`src/rtl/ad9777_cfg_sequencer.sv`:
```
// Streams a small table of pre-formatted SPI words into the AD9777 spi_controller on each go request.
// One word in flight at a time; a per-word data_went timeout aborts the run and raises a sticky error.
module ad9777_cfg_sequencer #(
  parameter int DATA_WIDTH     = 16,
  parameter int NUM_WORDS      = 8,
  parameter int GAP_CYCLES     = 8,
  parameter int TIMEOUT_CYCLES = 1023
) (
  input  logic                  in_clk,
  input  logic                  in_reset,
  input  logic                  in_go,
  input  logic [2:0]            in_ss_sel,
  input  logic                  in_wr_en,
  input  logic [3:0]            in_wr_addr,
  input  logic [DATA_WIDTH-1:0] in_wr_data,
  input  logic                  in_spi_data_went,
  output logic                  out_spi_start,
  output logic [DATA_WIDTH-1:0] out_spi_data,
  output logic [2:0]            out_select_ss,
  output logic                  out_busy,
  output logic                  out_done,
  output logic                  out_error,
  output logic [3:0]            out_word_idx
);

  localparam int AW = (NUM_WORDS > 1) ? $clog2(NUM_WORDS) : 1;
  localparam int TW = $clog2(TIMEOUT_CYCLES + 1);
  localparam int GW = $clog2(GAP_CYCLES + 1);

  typedef enum logic [2:0] {
    S_IDLE,
    S_LOAD,
    S_START,
    S_WAIT,
    S_GAP,
    S_DONE,
    S_ERR
  } state_t;

  state_t                r_state;
  state_t                w_next;
  logic [DATA_WIDTH-1:0] r_table [2**AW];
  logic [3:0]            r_idx;
  logic [2:0]            r_sel;
  logic [TW-1:0]         r_tmo_cnt;
  logic [GW-1:0]         r_gap_cnt;
  logic                  w_tmo_term;
  logic                  w_gap_term;
  logic                  w_last;
  logic                  w_wr_ok;

  assign w_tmo_term = (r_tmo_cnt == TW'(TIMEOUT_CYCLES - 1));
  assign w_gap_term = (r_gap_cnt == GW'(GAP_CYCLES - 1));
  assign w_last     = (r_idx == 4'(NUM_WORDS - 1));
  assign w_wr_ok    = in_wr_en && ({1'b0, in_wr_addr} < 5'(NUM_WORDS));

  always_ff @(posedge in_clk or negedge in_reset) begin
    if (!in_reset) begin
      r_state <= S_IDLE;
    end else begin
      r_state <= w_next;
    end
  end

  always_comb begin
    w_next        = r_state;
    out_spi_start = 1'b0;
    out_done      = 1'b0;
    case (r_state)
      S_IDLE:  if (in_go) w_next = S_LOAD;
      S_LOAD:  w_next = S_START;
      S_START: begin
        out_spi_start = 1'b1;
        w_next        = S_WAIT;
      end
      // data_went on the terminal count still counts as a completed word
      S_WAIT: begin
        if (in_spi_data_went) w_next = S_GAP;
        else if (w_tmo_term)  w_next = S_ERR;
      end
      S_GAP:   if (w_gap_term) w_next = w_last ? S_DONE : S_LOAD;
      S_DONE: begin
        out_done = 1'b1;
        w_next   = S_IDLE;
      end
      S_ERR:   w_next = S_IDLE;
      default: w_next = S_IDLE;
    endcase
  end

  always_ff @(posedge in_clk or negedge in_reset) begin
    if (!in_reset) begin
      for (int i = 0; i < 2**AW; i++) r_table[i] <= '0;
      r_idx         <= '0;
      r_sel         <= '0;
      r_tmo_cnt     <= '0;
      r_gap_cnt     <= '0;
      out_spi_data  <= '0;
      out_select_ss <= '0;
      out_busy      <= 1'b0;
      out_error     <= 1'b0;
      out_word_idx  <= '0;
    end else begin
      case (r_state)
        S_IDLE: begin
          if (w_wr_ok) r_table[in_wr_addr[AW-1:0]] <= in_wr_data;
          if (in_go) begin
            r_sel     <= in_ss_sel;
            r_idx     <= '0;
            out_error <= 1'b0;
            out_busy  <= 1'b1;
          end
        end
        // data/select are frozen here until the next LOAD so the SPI master sees stable inputs
        S_LOAD: begin
          out_spi_data  <= r_table[r_idx[AW-1:0]];
          out_word_idx  <= r_idx;
          out_select_ss <= r_sel;
        end
        S_START: r_tmo_cnt <= '0;
        S_WAIT: begin
          if (in_spi_data_went) r_gap_cnt <= '0;
          else if (w_tmo_term)  out_error <= 1'b1;
          else                  r_tmo_cnt <= r_tmo_cnt + TW'(1);
        end
        S_GAP: begin
          if (!w_gap_term)  r_gap_cnt <= r_gap_cnt + GW'(1);
          else if (!w_last) r_idx     <= r_idx + 4'd1;
        end
        S_DONE, S_ERR: begin
          out_busy      <= 1'b0;
          out_select_ss <= '0;
        end
        default: ;
      endcase
    end
  end

endmodule

```
`config.mk`:
```
export PLATFORM = sky130hd
export DESIGN_NAME = ad9777_cfg_sequencer
export DESIGN_NICKNAME = d
export VERILOG_FILES = /design/src/rtl/ad9777_cfg_sequencer.sv
export SDC_FILE = /design/constraint.sdc
export NUM_CORES = 1
export LEC_CHECK = 0
export CELL_PAD_IN_SITES_DETAIL_PLACEMENT = 1
export CELL_PAD_IN_SITES_GLOBAL_PLACEMENT = 1
export CORE_MARGIN = 2
export CORE_UTILIZATION = 39
export DETAILED_ROUTE_END_ITERATION = 8
export PLACE_DENSITY_LB_ADDON = 0.1
export SYNTH_ARGS = -nofsm -noshare
export SYNTH_HDL_FRONTEND = slang
export SYNTH_SLANG_ARGS = --single-unit
```
`constraint.sdc`:
```
create_clock -name in_clk -period 5.41 [get_ports in_clk]
set_input_delay 0.541 -clock in_clk [delete_from_list [all_inputs] [get_ports in_clk]]
set_output_delay 0.541 -clock in_clk [all_outputs]
set_load 0.005 [all_outputs]
```
==> flow_metrics.py <==
metrics = {
    "floorplanning": {
        "start_util": 0.398,
        "die_h_um": 148,
        "row_count": 52,
        "dieWidth_um": 148,
        "ioPinCount": 55,
        "core_sq_um": 20200,
        "dieArea_sq_um": 21800,
    },
    "timing": {
        "holdWs_ps": 189,
        "slew_headroom": 0.255,
        "rsz0062_at_grt": "false",
        "setup_viol": 0,
        "fin_tns_setup_ps": 0,
        "slew_viol_final": 0,
        "max_freq_mhz": 313,
        "skew_ps": 10.5,
        "hold_violations": 0,
        "min_period_ps": 3190,
        "finalCritPeriodShare": 0.591,
        "worst_pin_slew_ps": 1120,
    },
    "grt": {
        "grt_pass1_vias": 5352,
        "grt_max_degree": 95,
        "grt_pass1_wl_um": 30400,
        "antenna_found_initial": 0,
        "gr-total-overflow": 0,
        "grt_usage": 0.181,
    },
    "cells_and_area": {
        "drive_above_1_share": 0.346,
        "fin_util": 0.464,
        "area_growth_pct": 16.6,
        "num-nets-final": 647,
        "antenna_cells": 0,
        "fin_area_sq_um": 9400,
    },
    "run_status": {
        "outcome": "complete, no violations",
    },
    "clock_network": {
        "cts_root_buf": "clkbuf_16",
        "cts_tree": "built",
        "numClockSinks": 177,
        "cts_hold_buf": 0,
        "post_cts_buffers": 0,
        "cts.clk_slew.worst_paths_ps": 70,
        "clk_path_buf_depth": 2,
        "insertion_delay_ps": 430,
        "numCtsBuffers": 17,
        "cts_resized": 0,
        "htree_levels": 4,
    },
    "critical_path": {
        "cp_max_fo": 19,
        "reg2reg_slack_ps": 2220,
        "crit_chain": "or4b_4 > or3_1 > nor3b_4 > mux2_2",
        "cpPeakStageDelay_ps": 900,
        "critPathKind": "reg -> reg",
        "worst_setup_path_end_kind": "flop",
        "setup.worst_path.start_class": "flop",
        "slowest_stage": "nor3b_4",
        "critPathArrivalTime_ps": 3510,
        "required_ps": 5720,
    },
    "placed_design": {
        "port_buffers": 54,
        "place.gp.congestion": 0.730,
        "dpl.hpwl_um": 11300,
        "place_area_sq_um": 8850,
    },
    "synthesis": {
        "synth.distinct_cells": 52,
        "synth_fp_nets": 598,
        "synth_edf_count": 0,
        "synth.cell_area_sq_um": 8060,
        "seq_area_frac_synth": 0.550,
        "syn_inst": 566,
        "ys_async_sr_fraction": 1.00,
        "ys_warn_count": 0,
        "synth_ff_type": "dfrtp_1",
        "syn_area_per_cell_sq_um": 14.2,
        "synth-seq-cells": 177,
    },
    "route": {
        "post_drt_wl_per_cell_um": 20.5,
        "ant_nets": 0,
        "wirelength_um": 18400,
        "drc": 0,
        "drtIter0Drc": 199,
        "dr.pass1.iters": 6,
        "via_count": 4809,
        "via_per_inst": 5.36,
    },
    "flow_run": {
        "drv_cap": 0,
    },
    "hold_path": {
        "hold_path_class": "in -> async",
    },
    "power_and_ir_drop": {
        "ir_drop_mv": 0.251,
        "p_leak_uw": 0.00409,
        "power_uw": 4860,
        "power.density_nw_per_um2": 518,
    },
}
layer usage:
layer | global-route usage | share of wire
met3 | 0.0373 | 0.028
met4 | 0.0452 | 0.011
met5 | 0 | 0
met1 | 0.238 | 0.46
met2 | 0.309 | 0.50
cell usage in the layout, fill, tap and decap left out, types with 3 or more instances in the layout:
| cell | n |
|---|---|
| ha_1 | 4 |
| nor2b_1 | 6 |
| mux2_2 | 124 |
| nor3_1 | 3 |
| o31ai_1 | 3 |
| buf_4 | 11 |
| a21oi_1 | 23 |
| and2_1 | 3 |
| nand3b_1 | 4 |
| inv_6 | 3 |
| mux4_2 | 32 |
| o21ai_0 | 17 |
| inv_1 | 5 |
| clkinvlp_4 | 4 |
| a31oi_1 | 4 |
| nand2_1 | 25 |
| mux2i_1 | 18 |
| and3_1 | 3 |
| or3_1 | 4 |
| clkdlybuf4s50_1 | 53 |
| mux2_4 | 10 |
| nand3_1 | 9 |
| clkbuf_16 | 17 |
| dfrtp_1 | 176 |
| clkinv_2 | 3 |
| nor2_1 | 21 |
| nand4_1 | 4 |
cell usage after synthesis, types with 2 or more instances:
cell type | count | share of area
mux2_4 | 10 | 0.019
buf_1 | 5 | 0.0023
a31oi_1 | 4 | 0.0031
a21oi_1 | 23 | 0.014
nand3_1 | 9 | 0.0056
dfrtp_1 | 177 | 0.55
or3_1 | 4 | 0.0031
nand3b_1 | 4 | 0.0037
or4_1 | 2 | 0.0019
mux4_2 | 32 | 0.089
and2_1 | 3 | 0.0023
buf_2 | 4 | 0.0025
nor2b_1 | 6 | 0.0047
nor2_1 | 21 | 0.0098
nand2b_1 | 2 | 0.0016
ha_1 | 4 | 0.0062
nor3b_4 | 2 | 0.0047
inv_1 | 5 | 0.0023
nand4b_1 | 2 | 0.0022
o21ai_0 | 17 | 0.011
o31ai_1 | 3 | 0.0028
buf_6 | 2 | 0.0028
clkbuf_1 | 21 | 0.0098
buf_4 | 2 | 0.0019
nor3b_1 | 3 | 0.0028
nand4_1 | 4 | 0.0031
mux2_2 | 124 | 0.17
mux2i_1 | 18 | 0.022
nor3_1 | 3 | 0.0019
and3_1 | 3 | 0.0023
a21boi_0 | 2 | 0.0019
nand2_1 | 25 | 0.012
cells by family after synthesis:
kind of cell    Yosys count  share of synthesized area
compound gates           59                     0.0430
xor+xnor                  1                    0.00109
fa+ha+maj                 4                    0.00621
buf+inv                  40                     0.0235
flops                   177                      0.550
mux                     185                      0.305
simple gates            100                     0.0713
report_power, final:
part	internal, uW	switching [uW]	leakage, uW	total [uW]
logic	911	603	0.00152	1510
registers	1880	327	0.00232	2200
clock network	615	530	0.000256	1140
total	3400	1460	0.00409	4860
registers in the layout (all words and copies together), names as in the netlist:
name           flops
out_busy           1
out_error          1
out_select_ss      3
out_spi_data      16
out_word_idx       4
r_gap_cnt          4
r_idx              4
r_sel              3
r_state            3
r_table          128
r_tmo_cnt         10
worst max-delay path, delay by kind of cell, from the launching register on:
family,cells,cell delay [ps]
muxes,1,420
DFF,1,600
and+or+nand+nor,3,2050
final timing paths:
kind                                     startpoint                  endpoint  cells after the start
hold / removal                             in_reset  r_tmo_cnt[3]$_DFFE_PN0P_                      1
min in group in_clk        r_gap_cnt[3]$_DFFE_PN0P_  r_gap_cnt[3]$_DFFE_PN0P_                      1
max in group asynchronous                  in_reset   r_table[45]$_DFFE_PN0P_                      2
setup / recovery             r_state[2]$_DFFE_PN0P_   r_table[85]$_DFFE_PN0P_                      4
setup reg to reg             r_state[2]$_DFFE_PN0P_   r_table[85]$_DFFE_PN0P_                      4
hold reg to reg            r_gap_cnt[3]$_DFFE_PN0P_  r_gap_cnt[3]$_DFFE_PN0P_                      1
layout make-up:
type / instances / area [sq um]
flip-flops and latches: 177 / 4430
inverters: 5 / 18.8
multi-input cells: 349 / 3440
clock inverters: 11 / 80.1
fillers: 2001 / 10800
well taps: 270 / 338
clock buffers: 21 / 460
repair buffers: 65 / 624
stage by stage:
step           worst slack (ps)  cells
2_1_floorplan              2920    566
3_3_place_gp               1940    866
3_5_place_dp               1970    866
4_1_cts                    2200    898
5_1_grt                    2060    898
6_report                   2220    898
Note: power is estimated with default switching activity, not from simulation.
